`src/rtl/rvseed_test_ctrl.sv`:
```
// Program sequencer for rvseed: streams images into imem, pulses core reset, grades each run.
// Optional run-length capture on run_cycles is enabled by defining RVSEED_TC_CYCCNT_EN.
module rvseed_test_ctrl #(
  parameter int                   CPU_WIDTH = 32,
  parameter int                   IMEM_AW   = 8,
  parameter int                   NUM_TESTS = 4,
  parameter int                   TMO_W     = 16,
  parameter int                   RST_CYC   = 2,
  parameter logic [CPU_WIDTH-1:0] PASS_VAL  = 'h1
) (
  input  logic                 clk,
  input  logic                 rst,
  input  logic                 start,
  input  logic [TMO_W-1:0]     timeout_lim,
  input  logic                 ld_valid,
  output logic                 ld_ready,
  input  logic [CPU_WIDTH-1:0] ld_data,
  input  logic                 ld_last,
  output logic                 imem_we,
  output logic [IMEM_AW-1:0]   imem_waddr,
  output logic [CPU_WIDTH-1:0] imem_wdata,
  output logic                 core_rst_n,
  input  logic                 tohost_valid,
  input  logic [CPU_WIDTH-1:0] tohost_data,
  output logic                 busy,
  output logic                 done,
  output logic [7:0]           test_idx,
  output logic [7:0]           pass_cnt,
  output logic [7:0]           fail_cnt,
  output logic [7:0]           tmo_cnt,
  output logic                 ovf_err,
  output logic [TMO_W-1:0]     run_cycles
);

  localparam int HOLD_W = (RST_CYC > 1) ? $clog2(RST_CYC) : 1;

  typedef enum logic [2:0] {
    ST_IDLE, ST_LOAD, ST_HOLD, ST_RUN, ST_NEXT, ST_DONE
  } state_e;

  state_e               state_q, state_d;
  logic [IMEM_AW-1:0]   addr_q, addr_d;
  logic [HOLD_W-1:0]    hold_q, hold_d;
  logic [TMO_W-1:0]     run_cnt_q, run_cnt_d;
  logic [7:0]           test_idx_q, test_idx_d;
  logic [7:0]           pass_q, pass_d, fail_q, fail_d, tmo_q, tmo_d;
  logic                 ovf_q, ovf_d;
  logic                 imem_we_q, imem_we_d;
  logic [IMEM_AW-1:0]   imem_waddr_q, imem_waddr_d;
  logic [CPU_WIDTH-1:0] imem_wdata_q, imem_wdata_d;
  logic                 ld_ready_q, ld_ready_d;
  logic                 core_rst_n_q, core_rst_n_d;
  logic                 busy_q, busy_d;
  logic                 done_q, done_d;

  function automatic logic [7:0] sat_inc(input logic [7:0] v);
    return (v == 8'hFF) ? v : v + 8'd1;
  endfunction

  always_comb begin
    // NOTE: every signal gets a default before the case so no path leaves it unassigned (no latches).
    state_d      = state_q;
    addr_d       = addr_q;
    hold_d       = hold_q;
    run_cnt_d    = run_cnt_q;
    test_idx_d   = test_idx_q;
    pass_d       = pass_q;
    fail_d       = fail_q;
    tmo_d        = tmo_q;
    ovf_d        = ovf_q;
    imem_we_d    = 1'b0;
    imem_waddr_d = imem_waddr_q;
    imem_wdata_d = imem_wdata_q;

    unique case (state_q)
      ST_IDLE: begin
        if (start) begin
          pass_d     = '0;
          fail_d     = '0;
          tmo_d      = '0;
          test_idx_d = '0;
          ovf_d      = 1'b0;
          addr_d     = '0;
          state_d    = ST_LOAD;
        end
      end
      ST_LOAD: begin
        if (ld_valid && ld_ready_q) begin
          imem_we_d    = 1'b1;
          imem_waddr_d = addr_q;
          imem_wdata_d = ld_data;
          addr_d       = addr_q + IMEM_AW'(1);
          // The top word is written but forces the image closed if it wasn't marked last.
          if (ld_last || (addr_q == '1)) begin
            state_d = ST_HOLD;
            hold_d  = '0;
            if (!ld_last) ovf_d = 1'b1;
          end
        end
      end
      ST_HOLD: begin
        if (hold_q == HOLD_W'(RST_CYC - 1)) begin
          state_d   = ST_RUN;
          run_cnt_d = TMO_W'(1);
        end else begin
          hold_d = hold_q + HOLD_W'(1);
        end
      end
      ST_RUN: begin
        run_cnt_d = run_cnt_q + TMO_W'(1);
        if (tohost_valid) begin
          if (tohost_data == PASS_VAL) pass_d = sat_inc(pass_q);
          else                         fail_d = sat_inc(fail_q);
          state_d = ST_NEXT;
        end else if ((timeout_lim != '0) && (run_cnt_q == timeout_lim)) begin
          tmo_d   = sat_inc(tmo_q);
          state_d = ST_NEXT;
        end
      end
      ST_NEXT: begin
        addr_d = '0;
        if (test_idx_q == 8'(NUM_TESTS - 1)) begin
          state_d = ST_DONE;
        end else begin
          test_idx_d = test_idx_q + 8'd1;
          state_d    = ST_LOAD;
        end
      end
      ST_DONE: state_d = ST_IDLE;
      default: state_d = ST_IDLE;
    endcase

    ld_ready_d   = (state_d == ST_LOAD);
    core_rst_n_d = (state_d == ST_RUN);
    busy_d       = (state_d != ST_IDLE);
    done_d       = (state_d == ST_DONE);
  end

  always_ff @(posedge clk) begin
    // NOTE: sequential state uses non-blocking assignments so all flops update from pre-edge values.
    if (rst) begin
      state_q      <= ST_IDLE;
      addr_q       <= '0;
      hold_q       <= '0;
      run_cnt_q    <= '0;
      test_idx_q   <= '0;
      pass_q       <= '0;
      fail_q       <= '0;
      tmo_q        <= '0;
      ovf_q        <= 1'b0;
      imem_we_q    <= 1'b0;
      imem_waddr_q <= '0;
      imem_wdata_q <= '0;
      ld_ready_q   <= 1'b0;
      core_rst_n_q <= 1'b0;
      busy_q       <= 1'b0;
      done_q       <= 1'b0;
    end else begin
      state_q      <= state_d;
      addr_q       <= addr_d;
      hold_q       <= hold_d;
      run_cnt_q    <= run_cnt_d;
      test_idx_q   <= test_idx_d;
      pass_q       <= pass_d;
      fail_q       <= fail_d;
      tmo_q        <= tmo_d;
      ovf_q        <= ovf_d;
      imem_we_q    <= imem_we_d;
      imem_waddr_q <= imem_waddr_d;
      imem_wdata_q <= imem_wdata_d;
      ld_ready_q   <= ld_ready_d;
      core_rst_n_q <= core_rst_n_d;
      busy_q       <= busy_d;
      done_q       <= done_d;
    end
  end

`ifdef RVSEED_TC_CYCCNT_EN
  logic [TMO_W-1:0] run_cycles_q, run_cycles_d;

  // Capture the run length on the exit edge of every graded test.
  always_comb begin
    run_cycles_d = run_cycles_q;
    if ((state_q == ST_RUN) && (state_d == ST_NEXT)) run_cycles_d = run_cnt_q;
  end

  always_ff @(posedge clk) begin
    if (rst) run_cycles_q <= '0;
    else     run_cycles_q <= run_cycles_d;
  end

  assign run_cycles = run_cycles_q;
`else
  assign run_cycles = '0;
`endif

  assign ld_ready   = ld_ready_q;
  assign imem_we    = imem_we_q;
  assign imem_waddr = imem_waddr_q;
  assign imem_wdata = imem_wdata_q;
  assign core_rst_n = core_rst_n_q;
  assign busy       = busy_q;
  assign done       = done_q;
  assign test_idx   = test_idx_q;
  assign pass_cnt   = pass_q;
  assign fail_cnt   = fail_q;
  assign tmo_cnt    = tmo_q;
  assign ovf_err    = ovf_q;

endmodule

```
`config.mk`:
```
export PLATFORM = sky130hd
export DESIGN_NAME = rvseed_test_ctrl
export DESIGN_NICKNAME = d
export VERILOG_FILES = /design/src/rtl/rvseed_test_ctrl.sv
export SDC_FILE = /design/constraint.sdc
export NUM_CORES = 1
export LEC_CHECK = 0
export CELL_PAD_IN_SITES_DETAIL_PLACEMENT = 1
export CELL_PAD_IN_SITES_GLOBAL_PLACEMENT = 2
export CORE_ASPECT_RATIO = 1.1
export CORE_MARGIN = 8
export CORE_UTILIZATION = 25
export DETAILED_ROUTE_END_ITERATION = 12
export GPL_ROUTABILITY_DRIVEN = 0
export PLACE_DENSITY_LB_ADDON = 0.1
export RECOVER_POWER = 50
export SETUP_SLACK_MARGIN = 0.05
export SYNTH_ARGS = -nofsm -noshare
export SYNTH_HDL_FRONTEND = slang
export SYNTH_SLANG_ARGS = --single-unit
```
`constraint.sdc`:
```
create_clock -name clk -period 2.7 [get_ports clk]
set_input_delay 0.81 -clock clk [delete_from_list [all_inputs] [get_ports clk]]
set_output_delay 0.81 -clock clk [all_outputs]
set_load 0.01 [all_outputs]
```
==> results.md <==
- #FFs+latches synth: 106
- Nets@finish: 889
- Area Growth Syn to Fin: 46.9%
- Most frequent cells after synthesis: nand2_1, dfxtp_1, a21oi_1
- Row count: 54
- Diode count: 0
- WP data arrival: 2.92 ns
- Fin crit share: 97.0%
- Initial antenna violation count: 0
- Gr usage total: 14.4%
- Sink Count: 106
- Fill cell count: 2295
- Die area: 25000 um2
- Num CTS Buffers: 9
- Routed wire per std cell: 17.6 um
- Clock Skew: 0.0112 ns
- Die width: 151 um
- Detail Route Antenna Nets: 0
- DR iter-0 viols: 197
- Ports: 180
- Worst relative slew slack: 39.4%
- Critical path data required time: 3.00 ns
- Yosys cell types: 54
- DP HPWL: 14300 um
- Final setup vio count: 0
- RSZ-0062 raised after global routing: yes
- Largest net degree at the start of global routing: 44
- Top_reg_cell synth: dfxtp_1
- Vias per inst: 4.88
- Multi-input logic area: 2740 um2
- GR Overflow Total: 0
- Syn Area/Cell: 8.13 um2
- Placed cell count: 1036
- CP Cell Sequence: clkdlybuf4s50_1 > nor4_2 > nand4_1 > or4_4 > or4_4 > a21oi_2
- LEAKAGE: 2.73 nW
- Worst Max-Slew Pin Slew: 0.908 ns
- Most common cell in the netlist: nand2_1
- Top delay family on crit path: simple AND/OR/NAND/NOR gates
- Clock latency on the worst-skew pair: 0.36 ns
- Fin. Hold Viols: 0
- Cell mode on critical path: or4_4
- Initial Utilization: 25.5%
- CP Launch Type: input port
- Min cycle time layout: 2.62 ns
- Max-Cap Viols: 0
- Core ar.: 19800 um2
- DRT Pass-1 Iters: 4
- Buffer and inverter count on the worst path: 1
- Crit path capture type: flip-flop
- Outcome: completed
- EDFF count, synth: 0
- Drt drc: 0
- Slew Viols, Final: 0
- Gate Count Post-Synth: 620
- Synth Cell Area: 5040 um2
- Peak VDD IR: 0.000317 V
- Die Y: 165 um
- Clk slew on worst S/H paths: 0.08 ns
- Buffers added on ports: 163
- Deepest clock path buffer count: 2
- Final instance area: 7400 um2
- Yosys top cell area share: 42.1%
- Slowest CP cell: or4_4
- Layout cells sized above 1: 9.35%
- Vias: 5143
- H-tree depth: 3
- Worst R2R Setup Slack: 0.31 ns
- Non-filler cells, final: 1054
- Root Buffer Master: clkbuf_16
- Number of global-route vias before repair: 5415
- Total area of sequential cells: 2120 um2
- Yosys synthesis warning count: 0
- Worst hold margin: 0.454 ns
- Global-route wire length before repair: 28700 um
- Placed Area: 7060 um2
- Fmax: 382 MHz
- WL final: 18500 um
- Critical path class: in2reg
- Top fanout value on the critical path: 7
- Post-synthesis sequential area ratio: 42.1%
- Hold_buf cts: 0
- Post-synth ARST share: 0%
- P per Cell Area: 437 nW/um2
- Clock tree from TritonCTS: done
- Area contributors post-synth: dfxtp_1, nand2_1, a21oi_1
- Synth area leader: dfxtp_1
- Max stage delay on crit path: 0.64 ns
- Min-delay worst type: reg2reg
## cell type report
type / count / share of cell area, %
clock buffers: 9 / 3.04
clock inverters: 7 / 0.794
inverters: 7 / 0.355
multi-input cells: 474 / 37.0
flip-flops and latches: 106 / 28.7
well taps: 252 / 4.26
repair buffers: 199 / 25.9
## cells by family after synthesis
kind of cell / synth area share [%]
adder cells (fa/ha/maj): 1.49
flip-flops: 42.1
AND/OR/NAND/NOR: 29.1
AO/OA/AOI/OAI: 16.0
buffers and inverters: 5.61
XOR/XNOR: 4.35
multiplexers: 1.27
other: 0.0744
## tightest hold or removal path, cell delays in order, from the launching register on
cell	delay, ns
dfxtp_1	0.31
nand2_1	0.05
a21oi_1	0.05
## worst paths after layout
path / startpoint / endpoint / depth (start not counted)
setup / recovery: tohost_data[9] / pass_cnt[5]$_SDFFE_PP0P_ / 6
hold / removal: imem_wdata[5]$_SDFFE_PP0P_ / imem_wdata[5]$_SDFFE_PP0P_ / 2
setup reg to reg: state_q[0]$_SDFF_PP0_ / imem_wdata[3]$_SDFFE_PP0P_ / 5
hold reg to reg: imem_wdata[5]$_SDFFE_PP0P_ / imem_wdata[5]$_SDFFE_PP0P_ / 2
## per-layer routing
layer / global-route usage [%] / part of all wire [%] / vias to the layer above
met5: 0 / 0 / -
met4: 4.64 / 1.1 / 0
met3: 2.96 / 6.0 / 13
met2: 25.1 / 48 / 111
met1: 17.2 / 44 / 2481
li1: - / - / 2538
## sequential cells by signal (all words and copies together), names as in the netlist, 3 cells and up
name	count
addr_q	8
fail_cnt	8
imem_waddr	8
imem_wdata	32
pass_cnt	8
run_cnt_q	16
state_q	3
test_idx	8
tmo_cnt	8
## through the flow
step	utilization, %	power (mW)	setup TNS [ns]	setup WS [ns]
6_report	37.4	3.23	0	0.0801
5_1_grt	37.4	3.38	-0.0510	-0.0510
4_1_cts	37.2	3.31	0	0.0550
3_5_place_dp	35.7	1.98	-3.15	-0.388
3_3_place_gp	35.7	1.97	-2.18	-0.310
2_1_floorplan	-	1.77	0	0.253
## power breakdown
| part | switching (mW) | leakage [nW] | internal [mW] | total, mW |
|---|---|---|---|---|
| sequential | 0.0156 | 0.855 | 1.58 | 1.60 |
| clock | 0.659 | 0.139 | 0.644 | 1.30 |
| combinational | 0.160 | 1.73 | 0.177 | 0.337 |
## layout by cell type, fill, tap and decap left out, types with 9 or more instances in the layout
master	synthesis	routed
a21oi_1	74	74
nor4_2	6	9
dlygate4sd3_1	0	20
nor4_1	12	9
nand3_1	22	22
dfxtp_1	106	106
conb_1	1	16
nand4_1	14	14
nor2_1	36	36
clkdlybuf4s50_1	0	128
o21ai_0	22	22
clkbuf_16	0	9
and3_1	12	12
dlymetal6s2s_1	0	14
xor2_1	23	23
or3_1	14	14
buf_4	16	30
nand2_1	118	118
## timing repair
item	in CTS	in global routing
pin swaps	2	12
buffers inserted	1	0
cloned	1	0
resized for setup	1	21
endpoints found under the setup margin	3	6
(Power assumes the default switching activity.)
